$ cat config.mk
export PLATFORM = sky130hd
export DESIGN_NAME = control_unit_p
export DESIGN_NICKNAME = d
export VERILOG_FILES = /design/src/rtl/cu_pkg.sv /design/src/rtl/cu_return_stack.sv /design/src/rtl/control_unit_p.sv
export SDC_FILE = /design/constraint.sdc
export NUM_CORES = 1
export LEC_CHECK = 0
export ABC_AREA = 0
export CAP_MARGIN = 20
export CORE_MARGIN = 2
export CORE_UTILIZATION = 40
export CTS_CLUSTER_SIZE = 8
export DETAILED_ROUTE_END_ITERATION = 10
export HOLD_SLACK_MARGIN = 0.06
export PLACE_DENSITY = 0.7
export SYNTH_ARGS = -nofsm -noshare
export SYNTH_HDL_FRONTEND = slang
export SYNTH_SLANG_ARGS = --single-unit
$ cat constraint.sdc
create_clock -name clk -period 10.7 [get_ports clk]
set_input_delay 1.605 -clock clk [delete_from_list [all_inputs] [get_ports clk]]
set_output_delay 1.605 -clock clk [all_outputs]
set_load 0.02 [all_outputs]
$ cat src/rtl/cu_pkg.sv
// rtl/cu_pkg.sv - shared opcodes, extended sub-ops and state encoding for control_unit_p
package cu_pkg;
  typedef enum logic {S_FETCH = 1'b0, S_EXECUTE = 1'b1} state_t;

  localparam logic [3:0] OP_NOPX     = 4'h0;
  localparam logic [3:0] OP_LOAD     = 4'h1;
  localparam logic [3:0] OP_STORE    = 4'h2;
  localparam logic [3:0] OP_JMP      = 4'h3;
  localparam logic [3:0] OP_BEQ      = 4'h4;
  localparam logic [3:0] OP_BC       = 4'h5;
  localparam logic [3:0] OP_IN       = 4'h6;
  localparam logic [3:0] OP_OUT      = 4'h7;
  localparam logic [3:0] OP_ALU_BASE = 4'h8;

  localparam logic [3:0] X_NOP  = 4'h0;
  localparam logic [3:0] X_RET  = 4'h1;
  localparam logic [3:0] X_CALL = 4'h2;
endpackage

$ cat src/rtl/cu_return_stack.sv
// rtl/cu_return_stack.sv - LIFO of return addresses with full/empty status
module cu_return_stack #(
  parameter int STACK_DEPTH = 4,
  parameter int W = 12
) (
  input  logic         clk,
  input  logic         arst,
  input  logic         push,
  input  logic         pop,
  input  logic [W-1:0] din,
  output logic         full,
  output logic         empty,
  output logic [W-1:0] top
);
  localparam int AW = $clog2(STACK_DEPTH);
  localparam logic [AW:0] ONE = (AW+1)'(1);

  logic [W-1:0] mem [STACK_DEPTH];
  logic [AW:0]  count;
  logic [AW:0]  top_idx;

  assign full    = (count == (AW+1)'(STACK_DEPTH));
  assign empty   = (count == '0);
  assign top_idx = count - ONE;
  assign top     = mem[top_idx[AW-1:0]];

  always_ff @(posedge clk or posedge arst) begin
    if (arst) begin
      count <= '0;
      for (int i = 0; i < STACK_DEPTH; i++) mem[i] <= '0;
    end else if (push && !full) begin
      mem[count[AW-1:0]] <= din;
      count <= count + ONE;
    end else if (pop && !empty) begin
      count <= count - ONE;
    end
  end
endmodule

$ cat src/rtl/control_unit_p.sv
// rtl/control_unit_p.sv - two-phase fetch/execute sequencer with flags, GPIO ports and return stack
module control_unit_p
  import cu_pkg::*;
#(
  parameter int DATA_W = 8,
  parameter int N_PORTS = 2,
  parameter int STACK_DEPTH = 4
) (
  input  logic                      clk,
  input  logic                      arst,
  input  logic                      clk_valid,
  input  logic [15:0]               instruction,
  input  logic [11:0]               pc,
  input  logic [DATA_W-1:0]         sram_read_data,
  input  logic [DATA_W-1:0]         alu_result,
  input  logic                      equal,
  input  logic                      carry_out,
  input  logic [DATA_W-1:0]         in_gpio,
  input  logic                      bootstrapping,
  output logic [2:0]                alu_opcode,
  output logic [DATA_W-1:0]         alu_a,
  output logic [DATA_W-1:0]         alu_b,
  output logic                      sram_write_en,
  output logic [7:0]                sram_addr,
  output logic [DATA_W-1:0]         sram_write_data,
  output logic                      pc_load,
  output logic [11:0]               pc_next,
  output logic                      pc_inc,
  output logic [N_PORTS*DATA_W-1:0] out_gpio,
  output logic [1:0]                flags,
  output logic                      stack_err,
  output logic                      state
);
  state_t            st;
  logic [3:0]        op_f, rd_f, ra_f, rb_f;
  logic [DATA_W-1:0] regs [16];
  logic [DATA_W-1:0] in_smp;
  logic              stk_full, stk_empty;
  logic [11:0]       stk_top;
  logic              is_x, do_call, do_ret;

  // Stack strobes mirror the FSM's EXECUTE decision so both update on the same edge.
  assign is_x    = clk_valid && (st == S_EXECUTE) && (op_f == OP_NOPX);
  assign do_call = is_x && (rd_f == X_CALL) && !stk_full;
  assign do_ret  = is_x && (rd_f == X_RET) && !stk_empty;

  cu_return_stack #(.STACK_DEPTH(STACK_DEPTH), .W(12)) u_stack (
    .clk   (clk),
    .arst  (arst),
    .push  (do_call),
    .pop   (do_ret),
    .din   (pc),
    .full  (stk_full),
    .empty (stk_empty),
    .top   (stk_top)
  );

  assign state  = st;
  assign pc_inc = (st == S_FETCH);

  always_ff @(posedge clk or posedge arst) begin
    if (arst) begin
      st              <= S_FETCH;
      {op_f, rd_f, ra_f, rb_f} <= '0;
      for (int i = 0; i < 16; i++) regs[i] <= '0;
      in_smp          <= '0;
      out_gpio        <= '0;
      flags           <= '0;
      stack_err       <= 1'b0;
      pc_load         <= 1'b0;
      pc_next         <= '0;
      sram_write_en   <= 1'b0;
      sram_write_data <= '0;
      sram_addr       <= '0;
      alu_a           <= '0;
      alu_b           <= '0;
      alu_opcode      <= '0;
    end else if (clk_valid) begin
      case (st)
        S_FETCH: begin
          {op_f, rd_f, ra_f, rb_f} <= instruction;
          alu_a           <= regs[instruction[7:4]];
          alu_b           <= regs[instruction[3:0]];
          alu_opcode      <= instruction[14:12];
          sram_addr       <= instruction[7:0];
          sram_write_data <= regs[instruction[11:8]];
          in_smp          <= in_gpio;
          // Strobes raised by the previous EXECUTE last exactly one cycle.
          pc_load         <= 1'b0;
          sram_write_en   <= 1'b0;
          st              <= S_EXECUTE;
        end
        S_EXECUTE: begin
          pc_load       <= 1'b0;
          sram_write_en <= 1'b0;
          st            <= S_FETCH;
          if (op_f >= OP_ALU_BASE) begin
            regs[rd_f] <= alu_result;
            flags      <= {carry_out, equal};
          end else begin
            case (op_f)
              OP_NOPX: begin
                case (rd_f)
                  X_NOP: ;
                  X_RET: begin
                    if (stk_empty) stack_err <= 1'b1;
                    else begin
                      pc_next <= stk_top;
                      pc_load <= 1'b1;
                    end
                  end
                  X_CALL: begin
                    if (stk_full) stack_err <= 1'b1;
                    else begin
                      pc_next <= {pc[11:8], ra_f, rb_f};
                      pc_load <= 1'b1;
                    end
                  end
                  default: ;
                endcase
              end
              OP_LOAD:  regs[rd_f] <= sram_read_data;
              OP_STORE: sram_write_en <= 1'b1;
              OP_JMP: begin
                pc_next <= {rd_f, ra_f, rb_f};
                pc_load <= 1'b1;
              end
              OP_BEQ: if (flags[0]) begin
                pc_next <= {rd_f, ra_f, rb_f};
                pc_load <= 1'b1;
              end
              OP_BC: if (flags[1]) begin
                pc_next <= {rd_f, ra_f, rb_f};
                pc_load <= 1'b1;
              end
              OP_IN: regs[rd_f] <= bootstrapping ? DATA_W'({ra_f, rb_f}) : in_smp;
              OP_OUT: begin
                for (int k = 0; k < N_PORTS; k++)
                  if (rb_f == 4'(k)) out_gpio[k*DATA_W +: DATA_W] <= regs[rd_f];
              end
              default: ;
            endcase
          end
        end
        default: st <= S_FETCH;
      endcase
    end
  end
endmodule

==> metrics.cfg, run 1 <==
[outcome]
status=completed

[timing]
fin_worst_skew_ns=0.0226
fin_crit_sh=0.353
setup_tns_ns=0
finalCriticalPeriod_ns=3.77
hold_viol=0
rsz0062_at_grt=false
hold_ws_ns=0.472
maxSlewHeadroom=0.256
tightestPinTransition_ns=1.11
fmax_mhz=265
slew_viol_final=0
setup_violations=0

[cts]
clkLatencyLatePin_ns=0.53
clkSinkCount=261
ctsHoldBuffers=0
cts_buffer_depth=3
cts_setup_buffers=0
cts_tree=yes
path_clk_slew_ns=0.05
cts_root_buf=clkbuf_16
cts_buffers=38
cts_max_level=2
cts-resized-gates=0

[die]
die-height_um=197
fp.coreArea_mm2=0.0367
die_area_mm2=0.0388
num_io_pins=128
fp-row-count=70
start_util=0.406
die_x_um=197

[hold_path]
hp-class=flip-flop to flip-flop

[yosys]
synthTopCellsByArea=dfrtp_1 (44%), mux2_2 (16%), mux4_2 (11%)
synthArstFlopShare=1.00
synth_top_area_frac=0.438
synth_edf_count=0
yosys.area.top_type=dfrtp_1
synth-seq-area-share=0.438
syn_nets=1268
yosysMostFrequentCell=dfrtp_1
synth_warnings=0
synth_cell_type_count=54
syn-cell-area_mm2=0.0149
synth_commonest_cells=dfrtp_1 (261), mux2_2 (211), mux2i_1 (142)
synth_ff_type=dfrtp_1
syn_area_per_cell_um2=12.4
ys_ff_latch=261
syn_inst=1205

[grt]
grt_pass1_vias=11200
grt_pass1_wl_mm=71.3
antenna_found_initial=0
track_usage=0.245
grt-ovfl-total=0
grt_max_degree=132

[worst_setup_path]
r2r_slack_ns=7.06
start_kind=primary input
cp-end-kind=flip-flop
cp.arrival_ns=4.19
crit_chain=clkdlybuf4s50_1, nor2b_2, buf_4, nand2_1, a221oi_1, o21ai_0, o211ai_1
slowest_delay_ns=0.65
cp_max_fo=27
cp_data_required_time_ns=11.11
slowest_stage=clkdlybuf4s50_1
critPathKind=primary input to flip-flop

[drt]
routed_wirelength_mm=46.8
drc=0
vias=11100
via_per_inst=6.25
drt_iter0_markers=1204
dr.pass1.iters=5
avgRoutedWirePerCell_um=26.5
ant_nets=0

[power]
vdd_ir_drop_max_mv=0.142
leakage_uw=0.00786
p_per_area_mw_per_mm2=271

[layout]
regArea_mm2=0.00653
n_antenna_cell=0
fillCellCount=3269
area_growth_pct=17.6
multiInputGateArea_mm2=0.00794
drive_gt1_frac=0.295
final_nets=1358

[placed_design]
gp_congestion=0.866
portBuffers=127
hpwl_mm=29.6

[flow_run]
maxCapViolations=0

-- layout make-up --
cell class,instances,share of cell area
clock buffer,43,0.0571
clock inverter,2,0.00185
inverter,7,0.00193
multi-input combinational,842,0.453
sequential,261,0.372
tap,468,0.0334
timing repair buffer,145,0.0806
-- worst max-delay path, delay by kind of cell --
kind | cells | cell delay [ns]
buffers and inverters | 2 | 1.05
AND/OR/NAND/NOR | 2 | 0.78
AO/OA/AOI/OAI | 3 | 0.73
-- cell families after synthesis --
| logic type | Yosys count | share of synthesized area |
|---|---|---|
| multiplexers | 430 | 0.370 |
| flip-flops | 261 | 0.438 |
| buffers and inverters | 102 | 0.0300 |
| XOR/XNOR | 4 | 0.00235 |
| AND/OR/NAND/NOR | 240 | 0.0793 |
| AO/OA/AOI/OAI | 163 | 0.0760 |
| adder cells (fa/ha/maj) | 5 | 0.00419 |
-- cells in the final DEF, fill, tap and decap left out, drive strengths merged, types with 3 or more instances in the layout --
master,instances
nor2,11
o211ai,5
a221oi,5
a31oi,10
mux2i,142
clkdlybuf4s50,124
inv,7
nand3,20
a22oi,37
dfrtp,261
buf,21
mux2,212
nand4,6
and2,4
nor2b,32
o41ai,4
mux4,76
a211oi,8
nand2,142
nor3b,3
a2111oi,4
nand2b,5
nor3,7
o21ai,32
a21oi,33
a32oi,11
o221a,8
clkbuf,43
ha,5
-- registers in the layout, summed over array words and instances (netlist names), 3 cells and up --
| register | count |
|---|---|
| sram_addr | 8 |
| rd_f | 4 |
| regs | 128 |
| out_gpio | 16 |
| sram_write_data | 8 |
| in_smp | 8 |
| pc_next | 12 |
| alu_b | 8 |
| u_stack.count | 3 |
| u_stack.mem | 48 |
| alu_a | 8 |
-- report_power, final --
part           internal, uW  leakage (uW)  switching [uW]
clock network           652      0.000505             426
logic                   919       0.00389             951
registers              1330       0.00346             466
-- worst paths after layout --
path	start	end	cells past startpoint
setup / recovery	clk_valid	alu_a[5]$_DFFE_PP0P_	7
hold / removal	in_smp[2]$_DFFE_PP0P_	in_smp[2]$_DFFE_PP0P_	2
setup reg to reg	rd_f[1]$_DFFE_PP0P_	regs[76]$_DFFE_PP0P_	3
hold reg to reg	in_smp[2]$_DFFE_PP0P_	in_smp[2]$_DFFE_PP0P_	2
max in group asynchronous	arst	rd_f[3]$_DFFE_PP0P_	3
min in group asynchronous	arst	u_stack.mem[35]$_DFFE_PP0P_	2
-- through the flow --
step                std cells  total power, uW   util  cell area [um2]  setup WS [ns]
floorplan                1205             2950      -            14900           1.91
global route             1768             4990  0.478            17500           6.82
detailed placement       1722             3650  0.449            16500           6.49
finish                   1768             4750  0.478            17500           6.93
CTS                      1767             4750  0.477            17500           7.02
global placement         1722             3610  0.449            16500           6.55
-- routing by layer --
layer	global-route usage	vias up	part of all wire
met3	0.0481	114	0.089
met5	0	-	0
met4	0.106	0	0.044
met1	0.340	5665	0.42
met2	0.375	570	0.45
li1	-	4709	-
No activity file was read; power rests on OpenSTA's default activity.
==> inputs of run 2 (changes only) <==
==> constraint.sdc (replaced) <==
create_clock -name clk -period 3.5 [get_ports clk]
set_input_delay 0.525 -clock clk [delete_from_list [all_inputs] [get_ports clk]]
set_output_delay 0.525 -clock clk [all_outputs]
set_load 0.02 [all_outputs]
==> run 2 against run 1 <==
  * Critical path depth fell by 2
  * Largest cell class unchanged
  * Cell count grew 1.5%
  * Critical path type is now flip-flop to flip-flop
  * Utilization up 0.62 points
==> metrics.cfg, run 2 (synthesized netlist as in run 1, its figures left out) <==
[outcome]
status=completed

[cts]
clkLatencyLatePin_ns=0.52  ; about the same
cts_max_level=2  ; unchanged
path_clk_slew_ns=0.05  ; about the same
ctsHoldBuffers=0  ; unchanged
cts-resized-gates=0  ; unchanged
cts_setup_buffers=0  ; unchanged
cts_tree=yes
cts_buffers=38  ; unchanged
cts_root_buf=clkbuf_16
clkSinkCount=261  ; unchanged
cts_buffer_depth=3  ; unchanged

[die]
die-height_um=197  ; unchanged
fp-row-count=70  ; unchanged
die_area_mm2=0.0388  ; unchanged
die_x_um=197  ; unchanged
fp.coreArea_mm2=0.0367  ; unchanged
start_util=0.406  ; unchanged
num_io_pins=128  ; unchanged

[timing]
fin_crit_sh=0.747
tightestPinTransition_ns=0.852  ; -0.262 ns
setup_violations=0  ; unchanged
finalCriticalPeriod_ns=2.61
maxSlewHeadroom=0.428  ; +0.172
rsz0062_at_grt=false
setup_tns_ns=0  ; unchanged
layout_setup_ws_ns=0.885  ; -6.04 ns
fin_worst_skew_ns=0.0123  ; -0.0103 ns
slew_viol_final=0  ; unchanged
hold_viol=0  ; unchanged
fmax_mhz=382

[layout]
area_growth_pct=19.2
n_antenna_cell=0  ; unchanged
final_common_cell=dfrtp_1
final_cell_mix=dfrtp_1 (259), mux2_2 (211), mux2i_1 (142), nand2_1 (132), clkdlybuf4s50_1 (124)
stdcell_area_mm2=0.0178  ; +1.3%
regArea_mm2=0.00653  ; unchanged
drive_gt1_frac=0.306  ; +0.0108
final_nets=1383  ; +1.8%
top_register=regs
reg.largest.list=regs (128), u_stack.mem (48), out_gpio (16)
fillCellCount=3184  ; -2.6%
largest_reg_flops=128  ; unchanged
multiInputGateArea_mm2=0.00794  ; about the same

[worst_setup_path]
cp-end-kind=flip-flop
cp_data_required_time_ns=3.90  ; -7.21 ns
slowest_stage=dfrtp_1
crit_chain=or3b_1, a31oi_4, nor2b_1, nand2_2, mux2_2
r2r-start=alu_opcode[0]$_DFFE_PP0P_
crit_buf_inv=0  ; -2
slowest_delay_ns=0.58  ; -0.07 ns
r2r_slack_ns=0.89  ; -6.17 ns
critPathKind=flip-flop to flip-flop
cp_max_fo=10  ; -63%
r2r_cells=5  ; +2
cp.arrival_ns=3.01  ; -1.18 ns
crit_family=simple AND/OR/NAND/NOR gates
r2r_end=regs[50]$_DFFE_PP0P_
start_kind=flip-flop
crit_cells=5  ; -2

[placed_design]
portBuffers=127  ; unchanged
gp_congestion=0.901  ; +4.0%
placed_area_mm2=0.0168  ; +1.7%
dpl_worst_slack_ns=0.553  ; -5.94 ns
hpwl_mm=31.7  ; +7.1%

[power]
p_comb_frac=0.400  ; +0.006
seqPwrFrac=0.378  ; about the same
p_clk_frac=0.222  ; -0.005
p_sw_frac=0.389  ; +0.000907
p_switching_uw=5680  ; +210%
leakage_uw=0.00798  ; +1.6%
p_per_area_mw_per_mm2=821  ; +200%
internal_power_uw=8920  ; +210%
vdd_ir_drop_max_mv=0.489  ; +250%

[grt]
track_usage=0.247  ; +0.00214
met1_usage=0.334  ; -0.00649
grt_util_met2=0.382  ; +0.00707
grt_max_degree=70  ; -47%
grt_pass1_wl_mm=72.2  ; +1.3%
use_met3=0.0570  ; +0.00888
grt-ovfl-total=0  ; unchanged
antenna_found_initial=0  ; unchanged
grt-busiest-layer=met2
grt_pass1_vias=11400  ; +2.5%

[drt]
drt_iter0_markers=1093  ; -9.2%
via_per_inst=6.26  ; +0.13%
routed_wirelength_mm=47.3  ; +1.1%
ant_nets=0  ; unchanged
dr.pass1.iters=6  ; +1
drc=0  ; unchanged
avgRoutedWirePerCell_um=26.4  ; -0.35%
vias=11200  ; +1.6%

[hold_path]
hp-class=primary input to asynchronous set/reset pin

[flow_run]
maxCapViolations=0  ; unchanged

==> run 2: cell types whose count changed in the layout (fill, tap and decap cells not counted), moves of 2 or more <==
cell      previous run  this run
buf_4               18        36
buf_12               0         8
clkbuf_1             3         5
inv_6                0         2
==> run 2: worst register-to-register path, cell delays in order, from the launching register on <==
cell and delay [ns]:
dfrtp_1 0.58, or3b_1 0.44, a31oi_4 0.32, nor2b_1 0.49, nand2_2 0.31, mux2_2 0.36
==> run 2: power by group through the flow <==
stage	combinational [uW]	sequential, uW	clock, uW
after CTS	5820	5450	3290
after global placement	5680	5420	0
final	5840	5510	3240
after floorplan	3840	5180	0
after global routing	6250	5650	3420
after detailed placement	5780	5490	0
==> run 2: area by class of cell <==
cell class	count	share of cell area
clock buffers	43	0.0546
clock inverters	3	0.00190
inverters	7	0.00169
multi-input cells	842	0.447
flip-flops and latches	261	0.368
well taps	468	0.0329
repair buffers	170	0.0946
==> run 2: how the worst max path moves through the flow <==
stage,start,to,slack [ns]
5_1_grt,alu_opcode[0]$_DFFE_PP0P_,regs[50]$_DFFE_PP0P_,0.76
3_3_place_gp,clk_valid,u_stack.mem[3]$_DFFE_PP0P_,0.62
4_1_cts,alu_opcode[0]$_DFFE_PP0P_,regs[50]$_DFFE_PP0P_,0.93
2_1_floorplan,arst,alu_a[0]$_DFFE_PP0P_,-0.47
6_report,alu_opcode[0]$_DFFE_PP0P_,regs[50]$_DFFE_PP0P_,0.89
3_5_place_dp,clk_valid,u_stack.mem[30]$_DFFE_PP0P_,0.55
==> run 2: per-layer routing <==
| layer | part of all wire | wire length (um) |
|---|---|---|
| met5 | 0 | 0 |
| met4 | 0.045 | 2140 |
| met3 | 0.085 | 4020 |
| met2 | 0.45 | 21500 |
| met1 | 0.42 | 19600 |
==> run 2: metrics by stage <==
| step | total power, uW | util | instances | hold slack, ns |
|---|---|---|---|---|
| 3_3_place_gp | 11100 | 0.457 | 1748 | 0.459 |
| 6_report | 14600 | 0.484 | 1794 | 0.391 |
| 5_1_grt | 15300 | 0.484 | 1794 | 0.411 |
| 2_1_floorplan | 9020 | - | 1205 | 0.445 |
| 3_5_place_dp | 11300 | 0.457 | 1748 | 0.463 |
| 4_1_cts | 14600 | 0.484 | 1794 | 0.393 |
==> inputs of run 3 (changes only) <==
==> constraint.sdc (replaced) <==
create_clock -name clk -period 2.7 [get_ports clk]
set_input_delay 0.405 -clock clk [delete_from_list [all_inputs] [get_ports clk]]
set_output_delay 0.405 -clock clk [all_outputs]
set_load 0.02 [all_outputs]
==> run 3 against run 2 <==
  * Via count increased by 1.4%
  * Maximum frequency rose by 13%
  * Sequential power up 28%
  * Count of clock-buffer cells in the layout rose by 1
  * Critical path type unchanged
  * Largest power group unchanged
==> metrics.cfg, run 3 (synthesized netlist as in run 1, its figures left out) <==
[cts]
cts-resized-gates=0  ; unchanged
clkLatencyLatePin_ns=0.52  ; about the same
cts_root_buf=clkbuf_16
cts_tree=yes
ctsHoldBuffers=0  ; unchanged
cts_buffers=38  ; unchanged
path_clk_slew_ns=0.05  ; about the same
cts_buffer_depth=3  ; unchanged
cts_setup_buffers=0  ; unchanged
clkSinkCount=261  ; unchanged
cts_max_level=2  ; unchanged

[grt]
grt-ovfl-total=0  ; unchanged
grt_max_degree=107  ; +53%
antenna_found_initial=0  ; unchanged
track_usage=0.249  ; +0.00149
grt_pass1_vias=11600  ; +1.8%
grt_pass1_wl_mm=72.6  ; +0.56%

[die]
fp.coreArea_mm2=0.0367  ; unchanged
start_util=0.406  ; unchanged
die-height_um=197  ; unchanged
die_area_mm2=0.0388  ; unchanged
fp-row-count=70  ; unchanged
num_io_pins=128  ; unchanged
die_x_um=197  ; unchanged

[worst_setup_path]
r2r_slack_ns=0.38  ; -0.50 ns
cp_data_required_time_ns=3.09  ; -0.81 ns
crit_buf_inv=0  ; unchanged
slowest_stage=dfrtp_1
cp-end-kind=flip-flop
crit_chain=or3b_1, a31oi_4, and2_1, nand2_2, mux2_2
r2r_end=regs[59]$_DFFE_PP0P_
start_kind=flip-flop
r2r_cells=5  ; unchanged
critPathKind=flip-flop to flip-flop
slowest_delay_ns=0.44  ; -0.14 ns
crit_family=simple AND/OR/NAND/NOR gates
cp_max_fo=8  ; -2
r2r-start=op_f[2]$_DFFE_PP0P_
cp.arrival_ns=2.70  ; -0.31 ns

[timing]
setup_violations=0  ; unchanged
fin_crit_sh=0.858  ; +0.110
slew_viol_final=0  ; unchanged
fmax_mhz=432  ; +13%
tightestPinTransition_ns=0.670  ; -0.182 ns
finalCriticalPeriod_ns=2.32  ; -0.300 ns
maxSlewHeadroom=0.554  ; +0.126
layout_setup_ws_ns=0.385  ; -0.500 ns
fin_worst_skew_ns=0.0146  ; +0.00232 ns
rsz0062_at_grt=false
hold_viol=0  ; unchanged
hold_ws_ns=0.430  ; +0.0393 ns

[layout]
post-route-util=0.494  ; +0.00948
largest_reg_flops=128  ; unchanged
final_nets=1421  ; +2.7%
reg.largest.list=regs (128), u_stack.mem (48), out_gpio (16)
area_growth_pct=21.5
final_common_cell=dfrtp_1
n_antenna_cell=0  ; unchanged
top_register=regs
drive_gt1_frac=0.325  ; +0.0188
final_cell_mix=dfrtp_1 (259), mux2_2 (211), mux2i_1 (142), nand2_1 (132), clkdlybuf4s50_1 (124)

[hold_path]
hp-class=primary input to flip-flop
whs_endpoint=in_smp[2]$_DFFE_PP0P_
whs_path_depth=3
min_from=in_gpio[2]

[outcome]
status=completed

[drt]
vias=11400  ; +1.4%
via_per_inst=6.22  ; -0.63%
avgRoutedWirePerCell_um=26.0  ; -1.3%
ant_nets=0  ; unchanged
routed_wirelength_mm=47.7  ; +0.75%
dr.pass1.iters=7  ; +1
drt_iter0_markers=1117  ; +2.2%
drc=0  ; unchanged

[placed_design]
dpl_worst_slack_ns=0.255  ; -0.298 ns
portBuffers=127  ; unchanged
gp_congestion=0.952  ; +5.6%
hpwl_mm=32.7  ; +3.2%

[power]
p_per_area_mw_per_mm2=1060  ; +29%
p_switching_uw=7450  ; +31%
vdd_ir_drop_max_mv=0.508  ; +4.0%
p_comb_frac=0.415  ; +0.015
internal_power_uw=11800  ; +32%
p_sw_frac=0.387  ; -0.00195
p_clk_frac=0.218  ; -0.004
seqPwrFrac=0.367  ; -0.011
leakage_uw=0.00819  ; +2.6%

[flow_run]
maxCapViolations=0  ; unchanged

==> run 3: through the flow <==
stage | power (uW) | setup TNS, ns | cells | area [um2]
after detailed placement | 15000 | 0 | 1786 | 17100
final | 19200 | 0 | 1831 | 18100
after global routing | 20200 | 0 | 1831 | 18100
after global placement | 14700 | 0 | 1786 | 17100
after CTS | 19200 | 0 | 1831 | 18100
after floorplan | 11700 | -299.25 | 1205 | 14900
==> run 3: area by class of cell <==
class,count,area [um2]
fill,3184,18600
multi-input combinational,842,7940
sequential,261,6530
timing repair buffer,208,2030
clock buffer,44,995
tap,468,586
inverter,7,30.0
clock inverter,1,8.76
==> run 3: worst register-to-register path: stages (launching register included) <==
cell and delay [ns]:
dfrtp_1 0.44, or3b_1 0.43, a31oi_4 0.31, and2_1 0.32
nand2_2 0.32, mux2_2 0.38
==> run 3: routing by layer <==
metal / routed length (um) / vias up / GRT usage
met4: 2500 / 0 / 0.124
met1: 19800 / 5814 / 0.333
li1: - / 4822 / -
met2: 21300 / 615 / 0.379
met3: 4040 / 143 / 0.0582
met5: 0 / - / 0
==> run 3: worst max path at each step <==
stage                     cells past startpoint  slack [ns]                      end           startpoint
after floorplan                               1       -1.15     alu_a[0]$_DFFE_PP0P_                 arst
after global placement                        6        0.31     regs[61]$_DFFE_PP0P_            clk_valid
after detailed placement                      5        0.26  out_gpio[1]$_DFFE_PP0P_            clk_valid
after CTS                                     5        0.41     regs[58]$_DFFE_PP0P_  op_f[2]$_DFFE_PP0P_
after global routing                          6        0.33     regs[53]$_DFFE_PP0P_  op_f[2]$_DFFE_PP0P_
final                                         5        0.38     regs[59]$_DFFE_PP0P_  op_f[2]$_DFFE_PP0P_
==> run 3: power by group through the flow <==
stage               combinational [uW]  clock, uW  sequential (uW)
floorplan                         4970          0             6720
global placement                  7770          0             6950
detailed placement                7930          0             7030
CTS                               7960       4260             6980
global route                      8520       4420             7230
finish                            7990       4190             7070
==> RTL change: new RTL, config.mk and constraints of run 3 <==
Put one more register stage on the output `flags`, cleared by the reset. The value now appears one clock later. The other outputs are not delayed to match.
--- a/src/rtl/control_unit_p.sv
+++ b/src/rtl/control_unit_p.sv
@@ -33,2 +33,4 @@
 );
+
+  logic [1:0] flags_s0;
   state_t            st;
@@ -67,3 +69,3 @@
       out_gpio        <= '0;
-      flags           <= '0;
+      flags_s0        <= '0;
       stack_err       <= 1'b0;
@@ -98,3 +100,3 @@
             regs[rd_f] <= alu_result;
-            flags      <= {carry_out, equal};
+            flags_s0   <= {carry_out, equal};
           end else begin
@@ -127,3 +129,3 @@
               end
-              OP_BEQ: if (flags[0]) begin
+              OP_BEQ: if (flags_s0[0]) begin
                 pc_next <= {rd_f, ra_f, rb_f};
@@ -131,3 +133,3 @@
               end
-              OP_BC: if (flags[1]) begin
+              OP_BC: if (flags_s0[1]) begin
                 pc_next <= {rd_f, ra_f, rb_f};
@@ -148,2 +150,10 @@
   end
+  always_ff @(posedge clk or posedge arst) begin
+    if (arst) begin
+      flags <= '0;
+    end else begin
+      flags <= flags_s0;
+    end
+  end
+
 endmodule
Function: changed (a bounded check fails within 4 cycles, from zero or initial values and one cycle with arst high).
==> RTL change against run 3 <==
- setup slack got worse by 0.066 ns
- clock skew grew 0.0087 ns
- utilization fell by 0.065 points
- largest power group unchanged
- non-clock buffer count shrank 3
- sequential cell count grew 2
- total power about the same
- area after synthesis is 0.42% higher
- final cell count shrank 1.9%
- sequential share of layout area increased by 0.32 points
- wire length is essentially flat
- final area decreased by 0.13%
==> RTL change: results (changes against run 3) <==
[clock_network]
post_cts_buffers=0  ; unchanged
clk_latency_ns=0.54  ; +0.02 ns

[global_routing]
antenna_found_initial=0  ; unchanged
grt_max_degree=64  ; -40%
grt_pass1_vias=11200  ; -3.3%
grt_util_all_layers=0.248  ; -0.000818
grt_pass1_wl_um=72300  ; -0.41%

[worst_setup_path]
cp-startpoint=alu_opcode[0]$_DFFE_PP0P_
r2r_slack_ns=0.32  ; -0.07 ns
critPathMaxStageDelay_ns=0.42  ; -0.02 ns
r2r-end=regs[60]$_DFFE_PP0P_
crit_family=simple AND/OR/NAND/NOR gates
crit_arrival_ns=2.80  ; +0.10 ns

[cells_and_area]
nNetsFinal=1387  ; -2.4%
filler_cell_count=3165  ; -0.60%
layout-drive-gt1-share=0.352  ; +0.0274

[synth]
yosys-top-cells-count=263 x dfrtp_1, 217 x mux2_2, 136 x nand2_1
synth_compound_area_frac=0.0568  ; -0.0192
synth.area.mux_share=0.382  ; +0.0114
synthArstFlopShare=1.00  ; unchanged
synth_fa_ha_area_frac=0.00418  ; -0.0000175
synth_area_leaders=dfrtp_1 44%, mux2_2 16%, mux4_2 14%, mux2i_1 7.6%, nand2_1 3.4%
ys_seq_area_frac=0.439  ; +0.00151
synth_nets=1237  ; -2.4%
synth_xor_area_frac=0.00234  ; -0.00000981
synth_cell_types=56  ; +3.7%

[sta]
clock_skew_ns=0.0233  ; +0.00867 ns
worstMarginPinSlew_ns=1.02  ; +0.347 ns

[drt]
routed_wl_um=47600  ; about the same
drtIter0Drc=1091  ; -2.3%
dr_total_vias=11200  ; -1.6%
dr.pass1.iters=6  ; -1

[power]
p_per_area_nw_per_um2=1060  ; +0.16%
p_leak_uw=0.00814  ; -0.65%
p_int_uw=11900  ; +1.1%
peakVddDrop_mv=0.512  ; +0.84%

[placement]
dp_worst_setup_slack_ns=0.149  ; -0.107 ns
place_hpwl_um=32700  ; about the same
dpl_cell_area_um2=17100  ; -0.23%
place.gp.congestion=0.910  ; -4.3%

[status]
outcome=finished clean

-- RTL change: cell count changes in the layout (fill, tap and decap cells not counted), moves of 5 or more --
cell,delta
a21oi_1,-18
a221o_1,+5
a221oi_1,-5
a22oi_1,-11
a32oi_1,-7
mux2_2,+6
mux2i_1,-29
mux4_2,+18
nand4_1,+11
nor2_1,+5
nor2b_1,-5
o21ai_0,-14
-- RTL change: power groups by stage --
stage	clock network [µW]	logic, µW	registers, µW
after detailed placement	0	7800	7100
after global routing	4470	8400	7310
after floorplan	0	5110	6720
final	4240	7850	7170
after CTS	4310	7840	7060
after global placement	0	7650	7040
-- RTL change: through the flow --
step	setup TNS, ns	total power (µW)	cells	hold slack, ns	util
3_3_place_gp	0	14700	1752	0.392	0.465
2_1_floorplan	-308.90	11800	1174	0.364	-
6_report	0	19300	1796	0.183	0.493
4_1_cts	0	19200	1796	0.166	0.493
5_1_grt	0	20200	1796	0.189	0.493
3_5_place_dp	0	14900	1752	0.404	0.465
-- RTL change: how the worst min path moves through the flow --
| stage | slack [ns] | startpoint | depth (start not counted) | endpoint |
|---|---|---|---|---|
| final | 0.18 | instruction[5] | 3 | sram_addr[5]$_DFFE_PP0P_ |
| after global routing | 0.19 | instruction[5] | 3 | sram_addr[5]$_DFFE_PP0P_ |
| after CTS | 0.17 | instruction[5] | 3 | sram_addr[5]$_DFFE_PP0P_ |
| after detailed placement | 0.40 | flags_s0[0]$_DFFE_PP0P_ | 0 | flags[0]$_DFF_PP0_ |
| after global placement | 0.39 | flags_s0[1]$_DFFE_PP0P_ | 0 | flags[1]$_DFF_PP0_ |
| after floorplan | 0.36 | flags_s0[1]$_DFFE_PP0P_ | 0 | flags[1]$_DFF_PP0_ |
-- RTL change: layer usage --
layer  track usage  vias up  routed length (µm)
li1              -     4707                   -
met1         0.334     5825               19600
met5             0        -                   0
met4         0.107        0                1830
met3        0.0464      119                3870
met2         0.393      558               22400
-- RTL change: tightest hold or removal path, stage by stage --
cell and delay [ns]:
buf_4 0.16, nand2_1 0.06, nand2_1 0.04
-- RTL change: cell families after synthesis --
family | count (synthesis)
XOR/XNOR | 4
multiplexers | 426
buffers and inverters | 108
flip-flops | 263
AO/OA/AOI/OAI | 117
AND/OR/NAND/NOR | 251
adder cells (fa/ha/maj) | 5
-- RTL change: layout make-up --
type | count | area share
Tap cell | 468 | 0.0324
Clock inverter | 2 | 0.00180
Clock buffer | 42 | 0.0545
Timing Repair Buffer | 205 | 0.109
Inverter | 13 | 0.00290
Multi-Input combinational cell | 803 | 0.436
Sequential cell | 263 | 0.364
